<file path="src/rtl/fm_cmd_seq_pkg.sv">
// Shared definitions for the FM synth command sequencer: state encoding,
// queue entry layout and field widths.
package fm_cmd_seq_pkg;

  localparam int ADDR_W = 8;
  localparam int DATA_W = 32;
  localparam int DLY_W  = 16;

  // Sequencer states; the encoding is fixed so debug taps stay readable.
  typedef enum logic [1:0] {
    IDLE  = 2'd0,
    ISSUE = 2'd1,
    DELAY = 2'd2
  } seq_state_e;

  // One queued command: 1 + 8 + 32 = 41 bits.
  typedef struct packed {
    logic              delay;
    logic [ADDR_W-1:0] addr;
    logic [DATA_W-1:0] data;
  } cmd_entry_t;

  // A delay command carries its sample count in the low data bits.
  function automatic logic [DLY_W-1:0] delay_count(cmd_entry_t e);
    return e.data[DLY_W-1:0];
  endfunction

endpackage

</file>
<file path="src/rtl/fm_cmd_seq_if.sv">
// Command channel (requester -> sequencer) and synth register bus
// (sequencer -> synth).
interface fm_cmd_if;
  import fm_cmd_seq_pkg::*;

  logic              cmd_valid;
  logic              cmd_ready;
  logic              cmd_delay;
  logic [ADDR_W-1:0] cmd_addr;
  logic [DATA_W-1:0] cmd_data;

  modport master (output cmd_valid, cmd_delay, cmd_addr, cmd_data, input cmd_ready);
  modport slave  (input cmd_valid, cmd_delay, cmd_addr, cmd_data, output cmd_ready);
endinterface

interface fm_bus_if;
  import fm_cmd_seq_pkg::*;

  logic [ADDR_W-1:0] fm_addr;
  logic [DATA_W-1:0] fm_wrdata;
  logic              fm_wren;
  logic              fm_wait;

  modport master (output fm_addr, fm_wrdata, fm_wren, input fm_wait);
  modport slave  (input fm_addr, fm_wrdata, fm_wren, output fm_wait);
endinterface

</file>
<file path="src/rtl/fm_cmd_fifo.sv">
// Single-clock command FIFO with a registered show-ahead head: rd_data is a
// flop that always holds the oldest entry whenever level != 0.
module fm_cmd_fifo
  import fm_cmd_seq_pkg::*;
#(
  parameter int DEPTH = 16
) (
  input  logic                     clk,
  input  logic                     reset_n,
  input  logic                     flush,
  input  logic                     push,
  input  cmd_entry_t               wr_data,
  input  logic                     pop,
  output cmd_entry_t               rd_data,
  output logic [$clog2(DEPTH):0]   level,
  output logic                     full,
  output logic                     empty
);

  localparam int PTR_W = $clog2(DEPTH);
  localparam int LVL_W = PTR_W + 1;
  localparam logic [LVL_W-1:0] FULL_LVL = LVL_W'(DEPTH);

  cmd_entry_t       mem_q [DEPTH];
  logic [PTR_W-1:0] wr_ptr_q, wr_ptr_d;
  logic [PTR_W-1:0] rd_ptr_q, rd_ptr_d;
  logic [LVL_W-1:0] level_q, level_d;
  cmd_entry_t       rd_data_q, rd_data_d;
  logic             push_ok, pop_ok;

  assign full    = (level_q == FULL_LVL);
  assign empty   = (level_q == '0);
  assign push_ok = push && !full && !flush;
  assign pop_ok  = pop && !empty && !flush;

  // Pointer/level update and next head selection, with write-through bypass
  // when the entry being written becomes the new head.
  always_comb begin
    // NOTE: every always_comb output gets a default first so no path leaves it
    // unassigned, which would infer a latch.
    wr_ptr_d  = wr_ptr_q;
    rd_ptr_d  = rd_ptr_q;
    level_d   = level_q;
    rd_data_d = rd_data_q;
    if (flush) begin
      wr_ptr_d = '0;
      rd_ptr_d = '0;
      level_d  = '0;
    end else begin
      if (push_ok) wr_ptr_d = wr_ptr_q + 1'b1;
      if (pop_ok)  rd_ptr_d = rd_ptr_q + 1'b1;
      case ({push_ok, pop_ok})
        2'b10:   level_d = level_q + 1'b1;
        2'b01:   level_d = level_q - 1'b1;
        default: level_d = level_q;
      endcase
      if (push_ok && (wr_ptr_q == rd_ptr_d)) rd_data_d = wr_data;
      else                                   rd_data_d = mem_q[rd_ptr_d];
    end
  end

  // Control state register.
  always_ff @(posedge clk or negedge reset_n) begin
    // NOTE: sequential state uses non-blocking assignments so every flop
    // samples pre-edge values regardless of evaluation order.
    if (!reset_n) begin
      wr_ptr_q  <= '0;
      rd_ptr_q  <= '0;
      level_q   <= '0;
      rd_data_q <= '0;
    end else begin
      wr_ptr_q  <= wr_ptr_d;
      rd_ptr_q  <= rd_ptr_d;
      level_q   <= level_d;
      rd_data_q <= rd_data_d;
    end
  end

  // Entry storage write port.
  // NOTE: storage has no reset; pointers and level define which entries are
  // live, so clearing the array would only cost reset fan-out.
  always_ff @(posedge clk) begin
    if (push_ok) mem_q[wr_ptr_q] <= wr_data;
  end

  assign rd_data = rd_data_q;
  assign level   = level_q;

endmodule

</file>
<file path="src/rtl/fm_cmd_seq.sv">
// FM synth command sequencer: queues register writes and sample-count
// delays, then replays them in order onto the synth register bus.
module fm_cmd_seq
  import fm_cmd_seq_pkg::*;
#(
  parameter int DEPTH = 16
) (
  input  logic                   clk,
  input  logic                   reset_n,
  fm_cmd_if.slave                cmd,
  fm_bus_if.master               bus,
  input  logic                   flush,
  input  logic                   sample_tick,
  output logic [$clog2(DEPTH):0] level,
  output logic                   busy
);

  seq_state_e        state_q, state_d;
  logic [DLY_W-1:0]  cnt_q, cnt_d;
  logic [ADDR_W-1:0] addr_q, addr_d;
  logic [DATA_W-1:0] data_q, data_d;

  cmd_entry_t wr_entry;
  cmd_entry_t head;
  logic       fifo_full, fifo_empty;
  logic       pop;

  assign wr_entry      = '{delay: cmd.cmd_delay, addr: cmd.cmd_addr, data: cmd.cmd_data};
  assign cmd.cmd_ready = !fifo_full;

  fm_cmd_fifo #(.DEPTH(DEPTH)) u_fifo (
    .clk     (clk),
    .reset_n (reset_n),
    .flush   (flush),
    .push    (cmd.cmd_valid),
    .wr_data (wr_entry),
    .pop     (pop),
    .rd_data (head),
    .level   (level),
    .full    (fifo_full),
    .empty   (fifo_empty)
  );

  // Next-state logic; a write stays at the head of the queue until the synth
  // accepts it, so a flush mid-stall simply discards it.
  always_comb begin
    state_d = state_q;
    cnt_d   = cnt_q;
    addr_d  = addr_q;
    data_d  = data_q;
    pop     = 1'b0;
    if (flush) begin
      state_d = IDLE;
      cnt_d   = '0;
    end else begin
      case (state_q)
        IDLE: begin
          if (!fifo_empty) begin
            if (head.delay) begin
              pop = 1'b1;
              if (delay_count(head) != '0) begin
                cnt_d   = delay_count(head);
                state_d = DELAY;
              end
            end else begin
              addr_d  = head.addr;
              data_d  = head.data;
              state_d = ISSUE;
            end
          end
        end
        ISSUE: begin
          if (!bus.fm_wait) begin
            pop     = 1'b1;
            state_d = IDLE;
          end
        end
        DELAY: begin
          if (sample_tick) begin
            cnt_d = cnt_q - 1'b1;
            if (cnt_q == DLY_W'(1)) state_d = IDLE;
          end
        end
        default: state_d = IDLE;
      endcase
    end
  end

  // Sequencer state, delay counter and registered bus address/data.
  always_ff @(posedge clk or negedge reset_n) begin
    if (!reset_n) begin
      state_q <= IDLE;
      cnt_q   <= '0;
      addr_q  <= '0;
      data_q  <= '0;
    end else begin
      state_q <= state_d;
      cnt_q   <= cnt_d;
      addr_q  <= addr_d;
      data_q  <= data_d;
    end
  end

  assign bus.fm_wren   = (state_q == ISSUE);
  assign bus.fm_addr   = addr_q;
  assign bus.fm_wrdata = data_q;
  assign busy          = (state_q != IDLE) || (level != '0);

endmodule

</file>
<file path="src/flat_wrapper.sv">
// flat-port wrapper written by rule: the top's interface ports become plain ports
module fm_cmd_seq_flat import fm_cmd_seq_pkg::*;
#(
  parameter int DEPTH = 16
)
  (clk, reset_n, flush, sample_tick, level, busy, cmd_cmd_valid, cmd_cmd_delay, cmd_cmd_addr, cmd_cmd_data, cmd_cmd_ready, bus_fm_addr, bus_fm_wrdata, bus_fm_wren, bus_fm_wait);
  fm_cmd_if cmd_i ();
  fm_bus_if bus_i ();
  input  logic clk;
  input  logic reset_n;
  input  logic flush;
  input  logic sample_tick;
  output logic [$clog2(DEPTH):0] level;
  output logic busy;
  input wire logic [$bits(cmd_i.cmd_valid)-1:0] cmd_cmd_valid;
  input wire logic [$bits(cmd_i.cmd_delay)-1:0] cmd_cmd_delay;
  input wire logic [$bits(cmd_i.cmd_addr)-1:0] cmd_cmd_addr;
  input wire logic [$bits(cmd_i.cmd_data)-1:0] cmd_cmd_data;
  output wire logic [$bits(cmd_i.cmd_ready)-1:0] cmd_cmd_ready;
  output wire logic [$bits(bus_i.fm_addr)-1:0] bus_fm_addr;
  output wire logic [$bits(bus_i.fm_wrdata)-1:0] bus_fm_wrdata;
  output wire logic [$bits(bus_i.fm_wren)-1:0] bus_fm_wren;
  input wire logic [$bits(bus_i.fm_wait)-1:0] bus_fm_wait;
  assign cmd_i.cmd_valid = cmd_cmd_valid;
  assign cmd_i.cmd_delay = cmd_cmd_delay;
  assign cmd_i.cmd_addr = cmd_cmd_addr;
  assign cmd_i.cmd_data = cmd_cmd_data;
  assign cmd_cmd_ready = cmd_i.cmd_ready;
  assign bus_fm_addr = bus_i.fm_addr;
  assign bus_fm_wrdata = bus_i.fm_wrdata;
  assign bus_fm_wren = bus_i.fm_wren;
  assign bus_i.fm_wait = bus_fm_wait;
  fm_cmd_seq #(.DEPTH(DEPTH)) u_core (.clk(clk), .reset_n(reset_n), .cmd(cmd_i), .bus(bus_i), .flush(flush), .sample_tick(sample_tick), .level(level), .busy(busy));
endmodule
</file>
<file path="config.mk">
export PLATFORM = sky130hd
export DESIGN_NAME = fm_cmd_seq_flat
export DESIGN_NICKNAME = d
export VERILOG_FILES = /design/src/rtl/fm_cmd_seq_pkg.sv /design/src/rtl/fm_cmd_seq_if.sv /design/src/rtl/fm_cmd_fifo.sv /design/src/rtl/fm_cmd_seq.sv /design/src/flat_wrapper.sv
export SDC_FILE = /design/constraint.sdc
export NUM_CORES = 1
export LEC_CHECK = 0
export ABC_CLOCK_PERIOD_IN_PS = 9300
export CELL_PAD_IN_SITES_DETAIL_PLACEMENT = 1
export CELL_PAD_IN_SITES_GLOBAL_PLACEMENT = 2
export CORE_UTILIZATION = 48
export DETAILED_ROUTE_END_ITERATION = 7
export HOLD_SLACK_MARGIN = 0.12
export PLACE_DENSITY = 0.95
export SLEW_MARGIN = 20
export SYNTH_ARGS = -nofsm -noshare
export SYNTH_HDL_FRONTEND = slang
export SYNTH_SLANG_ARGS = --single-unit
</file>
<file path="constraint.sdc">
create_clock -name clk -period 9.3 [get_ports clk]
set_clock_uncertainty 0.1 [all_clocks]
set_input_delay 1.86 -clock clk [delete_from_list [all_inputs] [get_ports clk]]
set_output_delay 1.86 -clock clk [all_outputs]
set_load 0.01 [all_outputs]
</file>
# Yosys cells after proc, flatten, opt, wreduce, memory -nomap -nowiden
# Memories as Yosys holds them, arrays and structs flattened. A register that Yosys moved wholly into a read port is not among the register bits.
# Cells that the tools add are included.
# word_totals
output_inout_bits	48
ramBits	656
memories	1
ff_bits	71
# memory_table
name	words	width	read_ports	rd_ports_with_merged_regs	wr	line_no	source
u_core.u_fifo.mem_q	16	41	1	1	1	fm_cmd_fifo.sv:24	cmd_entry_t mem_q [DEPTH];
# op_classes
n_addsub	5
bitwise_logic	3
reduce_logical	21
mux	28
n_eq_ne	13
# ops
operator	count
16-bit two-way mux	5
16-bit case mux with 2 select lines	1
4-bit two-way mux	5
16-bit by 1-bit == test with 1-bit output, second input constant	1
16-bit nonzero test	1
16-bit by 1-bit subtractor with 16-bit output, second input constant	1
2-bit two-way mux	7
3-bit != test, second input constant	4
5-bit case mux with 2 select lines	1
5-bit AND reduction	2
4-bit by 1-bit adder with 4-bit output, second input constant	2
1-bit two-way mux	6
3-bit by 2-bit != test with 1-bit output, second input constant	2
2-bit case mux with 3 select lines	1
3-bit nonzero test	2
5-bit by 1-bit adder with 5-bit output, second input constant	1
5-bit == test, second input constant	1
1-bit zero test	5
5-bit zero test	1
5-bit two-way mux	1
5-bit nonzero test	1
5-bit by 1-bit subtractor with 5-bit output, second input constant	1
2-bit by 1-bit == test with 1-bit output, second input constant	2
2-bit == test, second input constant	2
8 further kinds	14

# Depth between registers and ports, before layout
# depth
depth_word	9
ltp_mapped	13
ltp_nobuf	10

# Modules after synthesis
# From an unflattened synthesis, not the netlist that was laid out.
# unflattened
hier_cells	2732
area_unflattened_um2	35771.8
# modules_own_cells
module	instances	area_each_um2	cells_per_inst
fm_cmd_fifo	1	33004.2	2490
fm_cmd_seq	1	2767.7	242

# Worst setup path after synthesis
# Ideal clock, no wire load.
# synth_timing
path_kind	in2reg
start	input cmd_cmd_valid
end	memory u_core.u_fifo.mem_q[3][0] (netlist name), enable pin
arrival_ns	5.597
setup_time_ns	0.490
required_ns	8.710
setup_slack_ns	3.113
cell_stages	4
cell_sequence	a21boi_1 > nand2_1 > or2_2 > nor3_1
# synth_via
elab_chain_len	4
# synth_lines
item	line_no	source
start: declaration	flat_wrapper.sv:15	input wire logic [$bits(cmd_i.cmd_valid)-1:0] cmd_cmd_valid;
1-bit logical AND (2 in series)	fm_cmd_fifo.sv:33	assign push_ok = push && !full && !flush;
1-bit two-way mux	fm_cmd_fifo.sv:83	if (push_ok) mem_q[wr_ptr_q] <= wr_data;
1-bit two-way mux (implied by the code)	fm_cmd_fifo.sv:83	
end: declaration	fm_cmd_fifo.sv:24	
# No other way between the ends.

# Final worst setup path
# layout_timing
start	input flush
end	register u_core.u_fifo.rd_data[33] (netlist name)
# layout_via
elab_chain_len	5
# layout_lines
item	line_no	source
start: declaration	flat_wrapper.sv:11	input logic flush;
1-bit two-way mux	fm_cmd_seq.sv:52	if (flush) begin
1-bit logical AND (2 in series)	fm_cmd_fifo.sv:34	assign pop_ok = pop && !empty && !flush;
4-bit two-way mux	fm_cmd_fifo.sv:51	if (pop_ok) rd_ptr_d = rd_ptr_q + 1'b1;
4-bit two-way mux	fm_cmd_fifo.sv:45	if (flush) begin
# Parallel ways exist; a longest one is shown, timed or not. The select of a mux whose other input is x is not followed.
# A chain may end at the register's enable or synchronous reset.

==> flow_metrics.py <==
metrics = {
    "die": {
        "die_w_um": 268.7,
        "die_h_um": 268.7,
        "core_area_um2": 70150,
        "row_count": 97,
        "die_area_um2": 72180,
        "initial_core_util_pct": 48.66,
        "io_pins": 95,
    },
    "power_and_ir_drop": {
        "p_int_mw": 7.165,
        "p_per_area_nw_per_um2": 285.3,
        "pwr-share-clk_pct": 29.2,
        "swShare_pct": 34.90,
        "power_frac_seq_pct": 39.6,
        "p_comb_share_pct": 31.2,
        "ir_drop_mv": 0.1819,
        "power.leakage_nw": 12.53,
        "p_switching_mw": 3.841,
    },
    "logic_synthesis": {
        "synth_warnings": 0,
        "ys_ff_latch": 768,
        "synth_cell_types": 69,
        "synth_edf_count": 656,
        "synth-main-ff-cell": "edfxtp_1",
        "avgSynthCellArea_um2": 13.66,
        "synth_nets": 2554,
        "synthArstFlopShare_pct": 14.58,
        "yosysSeqAreaShare_pct": 65.93,
        "synth_area_um2": 34130,
        "syn_inst": 2498,
    },
    "timing": {
        "whs_ps": 408.3,
        "fmax_mhz": 177.1,
        "post-route-period-util_pct": 60.71,
        "finalSetupTns_ps": 0,
        "finalHoldViolCount": 0,
        "setup-violations-final": 0,
        "rsz0062_at_grt": "false",
        "min_period_ps": 5646,
        "drv_slew": 0,
        "fin_ws_ps": 3654,
        "worstMarginPinSlew_ps": 1139,
        "relSlewSlack_pct": 24.07,
    },
    "job": {
        "max_cap_viol_count": 0,
    },
    "clock_tree": {
        "tritoncts": "done",
        "postCtsSetupBuffers": 0,
        "clockRootBuffer": "clkbuf_16",
        "cts-resized-gates": 0,
        "path_clk_slew_ps": 60,
        "hold_buffers": 0,
        "clk_latency_ps": 640,
        "cts_inserted_buffers": 78,
        "clock_path_buffers": 3,
        "cts_max_level": 3,
        "cts_sinks": 768,
    },
    "grt": {
        "grt_start_max_net_pins": 109,
        "grt_overflow_total": 0,
        "grt_util_all_layers_pct": 31.52,
        "grt_pass1_vias": 26530,
        "antenna_found_initial": 6,
        "grt_pass1_wl_um": 168100,
    },
    "worst_setup_path": {
        "cp_common_cell": "buf_4",
        "crit_required_ps": 9740,
        "crit_chain": "buf_4, nor2_1, o2111ai_4, buf_4, nand3b_1, nand4_1, buf_4, a222oi_1, nand3b_1, a21oi_1",
        "r2r_cells": 10,
        "path_class": "in2reg",
        "r2r_setup_slack_ps": 3980,
        "arrival_ps": 6090,
        "worstReg2RegStart": "u_core.u_fifo.rd_ptr_q[1]",
        "crit_path_end_kind": "flop",
        "path_max_fanout": 44,
        "crit_path_top_delay_cell": "nand4_1",
        "r2r-end": "u_core.u_fifo.rd_data[1]",
        "start_kind": "input pin",
        "max_stage_delay_ps": 850,
    },
    "placed_design": {
        "dpl.cell_count": 3385,
        "post-place-ws_ps": 3152,
        "io_buffers": 94,
        "place_congestion": 0.7996,
        "place_hpwl_um": 60080,
    },
    "finish": {
        "finalNonFillerCells": 3534,
        "final_layout_size_suffix_gt1_share_pct": 14.44,
        "area_growth_pct": 13.04,
        "layout.nets": 2582,
    },
    "routing": {
        "routed.top_layer": "met5",
        "drtIter0Drc": 3011,
        "wl_met1_um": 41980,
        "vias": 24660,
        "postRouteWirelength_um": 113600,
        "post-route-drc-count": 0,
        "viasPerCell": 6.979,
        "wl_met3_um": 11510,
        "dr.pass1.iters": 5,
        "wl_met2_um": 55120,
        "ant_nets": 0,
        "wire_per_inst_um": 32.16,
    },
    "worst_hold_path": {
        "worstHoldStart": "u_core.bus.fm_wrdata[28]",
        "worstHoldPathType": "reg2reg",
        "whs_path_depth": 1,
        "min_to": "u_core.bus.fm_wrdata[28]",
    },
    "run_status": {
        "status": "completed",
    },
}
how the worst max path moves through the flow:
stage | start | endpoint | slack, ps
6_report | flush | u_core.u_fifo.rd_data[33] | 3650
5_1_grt | flush | u_core.u_fifo.rd_data[33] | 3550
4_1_cts | flush | u_core.u_fifo.rd_data[11] | 3800
2_1_floorplan | cmd_cmd_valid | u_core.u_fifo.mem_q[3][0] | 3110
3_5_place_dp | flush | u_core.u_fifo.rd_data[11] | 3150
3_3_place_gp | bus_fm_wait | u_core.u_fifo.rd_data[36] | 3370
cell usage after synthesis, types with 18 or more instances:
library cell    n  area, µm²
nand4_1        23      143.9
o21ai_0       127      635.6
nor2b_1        38      237.7
or3_1          33      206.5
mux2_2         95       1070
o21ai_2        29      254.0
o41ai_1        39      341.6
a22oi_1        49      367.9
a211o_1        18      157.7
mux2i_1       152       1521
mux4_2         27      608.1
o22ai_1       150      938.4
dfrtp_1       112       2803
clkbuf_1      115      431.7
a21oi_1        52      260.3
nand2_1        77      289.0
edfxtp_1      656      19700
o221ai_1       99      867.1
buf_2          42      210.2
nor2_1        270       1013
nand3_1        50      250.2
buf_1          23      86.33
registers in the layout, summed over array words and instances (netlist names):
register and flops:
u_core.bus.fm_addr 8, u_core.bus.fm_wrdata 32, u_core.cnt_q 16, u_core.state_q 2, u_core.u_fifo.level 5, u_core.u_fifo.mem_q 656
u_core.u_fifo.rd_data 41, u_core.u_fifo.rd_ptr_q 4, u_core.u_fifo.wr_ptr_q 4
per-stage QoR:
| step | utilization, % | area, µm² | power, mW |
|---|---|---|---|
| floorplan | - | 34130 | 6.460 |
| global placement | 51.27 | 35970 | 7.534 |
| detailed placement | 51.27 | 35970 | 7.749 |
| CTS | 54.95 | 38550 | 10.96 |
| global route | 55.00 | 38580 | 11.34 |
| finish | 55.00 | 38580 | 11.01 |
layout make-up:
class | instances | area (µm²)
antenna | 4 | 10.01
clock buffer | 106 | 2190
clock inverter | 38 | 387.9
fill | 6762 | 31570
inverter | 9 | 33.78
multi-input combinational | 1528 | 10940
sequential | 768 | 22510
tap | 940 | 1176
timing repair buffer | 141 | 1338
power by group through the flow:
stage | Combinational, mW | Sequential, mW | Clock (mW)
6_report | 3.44 | 4.36 | 3.21
5_1_grt | 3.62 | 4.38 | 3.34
3_3_place_gp | 3.15 | 4.39 | 0
4_1_cts | 3.39 | 4.34 | 3.23
2_1_floorplan | 2.22 | 4.24 | 0
3_5_place_dp | 3.34 | 4.41 | 0
cells in the final DEF, fill, tap and decap left out, types with 80 or more instances in the layout:
cell / synthesis / final
o21ai_0: 127 / 127
clkdlybuf4s50_1: 0 / 92
clkbuf_16: 0 / 80
edfxtp_1: 656 / 656
o221ai_1: 99 / 99
mux2_2: 95 / 95
nor2_1: 270 / 258
mux2i_1: 152 / 152
dfrtp_1: 112 / 110
o22ai_1: 150 / 150
cell families after synthesis:
kind of cell    Yosys count  synth area share [%]
compound gates          647                 13.22
xor+xnor                 15                0.4252
fa+ha+maj                 9                0.3299
buf+inv                 202                 2.617
flops                   768                 65.93
mux                     276                 9.480
simple gates            581                 7.999
layer usage:
| metal | track usage (%) | vias to the layer above |
|---|---|---|
| li1 | - | 9947 |
| met1 | 39.05 | 12700 |
| met2 | 52.17 | 1631 |
| met3 | 6.886 | 382 |
| met4 | 15.94 | 4 |
| met5 | 0 | - |
worst max-delay path: cells and delay by family:
kind / cells / cell delay, ps
AND/OR/NAND/NOR: 4 / 1570
buffers and inverters: 3 / 1460
AO/OA/AOI/OAI: 3 / 1120
No activity file was read; power rests on OpenSTA's default activity.
